`config.mk`:
```
export PLATFORM = sky130hd
export DESIGN_NAME = payload_sched
export DESIGN_NICKNAME = d
export VERILOG_FILES = /design/src/rtl/payload_pkg.sv /design/src/rtl/rr_arbiter.sv /design/src/rtl/payload_sched.sv
export SDC_FILE = /design/constraint.sdc
export NUM_CORES = 1
export LEC_CHECK = 0
export ABC_AREA = 1
export BUFFER_PORTS_ARGS = -buffer_cell sky130_fd_sc_hd__buf_2
export CORE_ASPECT_RATIO = 0.7
export CORE_MARGIN = 2
export CORE_UTILIZATION = 30
export DETAILED_ROUTE_END_ITERATION = 6
export PLACE_DENSITY = 0.59
export SYNTH_ARGS = -nofsm -noshare
export SYNTH_HDL_FRONTEND = slang
export SYNTH_SLANG_ARGS = --single-unit
```
`constraint.sdc`:
```
create_clock -name clk -period 1.35 [get_ports clk]
set_input_delay 0.0675 -clock clk [delete_from_list [all_inputs] [get_ports clk]]
set_output_delay 0.0675 -clock clk [all_outputs]
set_load 0.02 [all_outputs]
```
`src/rtl/payload_pkg.sv`:
```
// Shared definitions for the payload scheduler: FSM encoding, parameter defaults
// and the grant-index width helper.
package payload_pkg;

  typedef enum logic [1:0] {
    S_IDLE  = 2'd0,
    S_START = 2'd1,
    S_WAIT  = 2'd2,
    S_DONE  = 2'd3
  } state_t;

  localparam int NREQ_DEFAULT    = 4;
  localparam int TIMEOUT_DEFAULT = 32;

  function automatic int grant_w(input int n);
    return (n > 1) ? $clog2(n) : 1;
  endfunction

endpackage

```
`src/rtl/rr_arbiter.sv`:
```
// Round-robin pick: first pending index strictly after last_grant, wrapping.
module rr_arbiter
  import payload_pkg::*;
#(
  parameter int NREQ = NREQ_DEFAULT,
  localparam int GW = grant_w(NREQ)
) (
  input  logic [NREQ-1:0] pending,
  input  logic [GW-1:0]   last_grant,
  output logic [GW-1:0]   winner,
  output logic            any
);

  logic [GW-1:0] cand;

  // Walk from the farthest offset down so the nearest set index is assigned last.
  always_comb begin
    winner = '0;
    cand   = '0;
    for (int off = NREQ; off >= 1; off--) begin
      cand = GW'((int'(last_grant) + off) % NREQ);
      if (pending[cand]) winner = cand;
    end
  end

  assign any = |pending;

endmodule

```
`src/rtl/payload_sched.sv`:
```
// Payload load scheduler: queues per-requester load pulses, grants them round-robin
// to a single payload loader and reports completion or timeout.
module payload_sched
  import payload_pkg::*;
#(
  parameter int NREQ    = NREQ_DEFAULT,
  parameter int TIMEOUT = TIMEOUT_DEFAULT,
  localparam int GW = grant_w(NREQ)
) (
  input  logic            clk,
  input  logic            rst_n,
  input  logic [NREQ-1:0] req,
  input  logic            loader_ready,
  output logic            loader_start,
  output logic [GW-1:0]   bank_sel,
  output logic            busy,
  output logic            done,
  output logic [GW-1:0]   done_id,
  output logic            done_err,
  output logic [NREQ-1:0] pending
);

  localparam int CW = $clog2(TIMEOUT + 1);

  state_t          state, state_nx;
  logic [GW-1:0]   grant_id, last_grant, winner;
  logic            any;
  logic [CW-1:0]   cnt;
  logic            timed_out;
  logic [NREQ-1:0] clr;

  rr_arbiter #(.NREQ(NREQ)) u_arb (
    .pending    (pending),
    .last_grant (last_grant),
    .winner     (winner),
    .any        (any)
  );

  assign timed_out = (cnt == CW'(TIMEOUT - 1));
  assign clr       = (state == S_DONE) ? (NREQ'(1) << grant_id) : '0;
  assign bank_sel  = grant_id;

  always_ff @(posedge clk or negedge rst_n) begin
    if (!rst_n) state <= S_IDLE;
    else        state <= state_nx;
  end

  always_comb begin
    state_nx = state;
    case (state)
      S_IDLE:  if (any) state_nx = S_START;
      S_START: state_nx = S_WAIT;
      S_WAIT:  if (loader_ready || timed_out) state_nx = S_DONE;
      S_DONE:  state_nx = S_IDLE;
      default: state_nx = S_IDLE;
    endcase
  end

  always_comb begin
    loader_start = (state == S_START);
    busy         = (state != S_IDLE);
    done         = (state == S_DONE);
  end

  // A request landing in the DONE cycle re-sets the bit being cleared (set wins).
  always_ff @(posedge clk or negedge rst_n) begin
    if (!rst_n) begin
      pending    <= '0;
      grant_id   <= '0;
      last_grant <= GW'(NREQ - 1);
      cnt        <= '0;
      done_id    <= '0;
      done_err   <= 1'b0;
    end else begin
      pending <= (pending & ~clr) | req;
      if (state == S_IDLE && any) grant_id <= winner;
      if (state == S_START)      cnt <= '0;
      else if (state == S_WAIT)  cnt <= cnt + CW'(1);
      if (state == S_WAIT && (loader_ready || timed_out)) begin
        done_id  <= grant_id;
        done_err <= ~loader_ready;
      end
      if (state == S_DONE) last_grant <= grant_id;
    end
  end

endmodule

```
==> impl_metrics.ini <==
[run_status]
outcome = finished with violations
violations = setup timing

[cells_and_area]
seqCellArea_um2 = 478
multi_input_area_um2 = 626
nFillCells = 367
fin_nets = 187
final_util_pct = 42.6
syn_to_final_growth_pct = 36.3
final-instance-count-excl-fill = 224
antenna_cells = 0
drive_gt1_share_pct = 45.4

[clocking]
clkLatencyLatePin_ns = 0.25
cts.path.max_buffers = 2
cts_root_buf = clkbuf_8
clkTransAtPathRegs_ns = 0.07
cts_max_level = 1
cts_tree = done
numCtsBuffers = 3
clock-sinks = 19

[logic_synthesis]
netlist_area_mm2 = 0.00110
syn_nets = 151
synth-seq-area-share_pct = 43.5
yosysUniqueCellTypes = 24
syn_avg_cell_area_um2 = 7.90
synthCells = 139
ys_warn_count = 0
ys_ff_latch = 19

[worst_setup_path]
critPathMaxFanout = 8
ff2ff_path_depth = 11
cp-end-kind = register
path_class = reg -> reg
crit_chain = inv_8, nand2_2, nand2_2, nand2_2, nand2_1, inv_2, nand2_2, nand3_2, nand2_1, nand2_1, nand2_1
cp_slowest_stage_delay_ns = 0.66
critPathArrivalTime_ns = 1.53
slowest_stage = dfstp_2
critPathLaunchType = register
r2r_slack_ns = -0.03
reg2reg_to = bank_sel[0]
worstPathRequired_ns = 1.50
rr_startpoint = last_grant[0]

[placed_design]
gp_congestion = 0.934
portBuffers = 18
post-dp-hpwl_um = 2000
place_inst = 216

[sta]
slew_violations = 0
max_slew_margin_pct = 71.8
finalClockSkew_ns = 0.00466
rsz0062_at_grt = true
min_period_ns = 1.38
min_period_over_period_pct = 102
setup_tns_ns = -0.0311
worst_slew_pin_slew_ns = 0.423
setup_ws_ns = -0.0311
fmax_ghz = 0.724
setup_viol_count_final = 1
hold_ws_ns = 0.0339
hold_viol = 0

[grt]
grt_pass1_wl_um = 4140
grtUsageMet2_pct = 22.3
grt_pass1_vias = 904
grt_util_met3_pct = 4.79
busiest_layer = met2
grt-ovfl-total = 0
grt_usage_pct = 13.2
grt_max_degree = 20
use_met1_pct = 15.8
antenna_found_initial = 0

[floorplan]
dieArea_mm2 = 0.00417
die-width_um = 76.3
die_y_um = 54.6
core_area_mm2 = 0.00351
initial_utilization_pct = 31.3
io_pins = 19
fp-row-count = 18

[min_path]
min_to = pending[1]
hold_path.class = in -> reg
holdPathStages = 2
hold_start = req[1]

[routing]
via_count = 982
drc_errors = 0
antenna_left = 0
initialDrtViolationCount = 52
post_drt_wl_per_cell_um = 11.4
drt-pass1-iter-count = 4
drt-total-wl_um = 2560
via_per_inst = 4.38

[pwr]
ir_drop_uv = 643
p_per_area_mw_per_mm2 = 2550
p_leak_nw = 0.784
p_total_w = 0.00382

[flow_run]
maxCapViolations = 0
-- routing by layer --
layer / vias to the layer above / wire length [um]
li1: 504 / -
met4: 0 / 33
met1: 450 / 1170
met5: - / 0
met3: 4 / 125
met2: 24 / 1230
-- where the power goes --
part	internal [W]	switching, W	leakage [nW]
sequential	0.000820	0.000249	0.221
clock	0.000209	0.000170	0.0228
combinational	0.00101	0.00136	0.540
-- per-stage QoR --
stage	area, um2	setup slack [ns]
finish	1500	-0.0311
global route	1500	-0.139
CTS	1410	-0.0242
detailed placement	1320	-0.0437
global placement	1320	0.000456
floorplan	1100	0.0146
-- placed cells by master, fill, tap and decap left out, types with 3 or more instances in the layout --
cell and count:
a21oi_1 3, buf_2 18, buf_4 11, clkbuf_8 3, dfrtp_1 17, inv_1 14, inv_2 5, nand2_1 30
nand2_2 20, nand3_1 3, nor2_1 5, nor3_1 3, o21ai_0 5, o21bai_1 3, or2_2 3
-- kinds of logic (layout without fill, tap and decap cells) --
group | Yosys count | in the layout | share of synthesized area (%)
AND/OR/NAND/NOR | 75 | 75 | 31.9
buffers and inverters | 21 | 56 | 8.54
flip-flops | 19 | 19 | 43.5
AO/OA/AOI/OAI | 18 | 18 | 9.57
adder cells (fa/ha/maj) | 5 | 5 | 5.69
XOR/XNOR | 1 | 1 | 0.797
-- what timing repair did --
item                                    4_1_cts  5_1_grt
gates resized for setup                       4       25
pin swaps                                     1       15
hold endpoints to repair                     17        1
hold buffers                                  1        1
setup buffers                                 1        1
endpoints found under the setup margin        5       10
gates cloned                                  0        0
-- state kept, by name (all words and copies together) (netlist names) --
register	count
bank_sel	2
cnt	6
done_err	1
done_id	2
last_grant	2
pending	4
state	2
-- layout make-up --
cell class / instances / area share [%]
multi-input cells: 99 / 41.8
inverters: 20 / 5.51
clock buffers: 4 / 3.01
flip-flops and latches: 19 / 31.9
well taps: 50 / 4.18
repair buffers: 32 / 13.6
-- critical path: cells and delay by family (launching register included) --
kind	cells	cell delay [ns]
buf+inv	2	0.12
flops	1	0.66
simple gates	9	0.51
-- worst max-delay path by stage --
stage | end | slack, ns | start
after global placement | bank_sel[0] | 0.0005 | last_grant[0]
after detailed placement | cnt[4] | -0.04 | state[1]
final | bank_sel[0] | -0.03 | last_grant[0]
after floorplan | state[1] | 0.01 | state[0]
after global routing | bank_sel[0] | -0.14 | last_grant[0]
after CTS | bank_sel[0] | -0.02 | last_grant[0]
-- Yosys cell counts (all sizes together) --
master	count	area, um2
o21bai	3	22.5
nor3	4	20.0
buf	1	11.3
inv	20	82.6
nand4	1	6.26
nor2	7	26.3
or2	3	18.8
a21oi	5	28.8
nand3b	1	7.51
nand3	5	25.0
a31oi	3	18.8
o21ai	7	35.0
xor2	1	8.76
dfstp	2	52.6
and2	1	8.76
nand2b	1	6.26
nand2	51	224
nor3b	1	7.51
dfrtp	17	425
ha	5	62.6
Note: power is estimated with default switching activity, not from simulation.
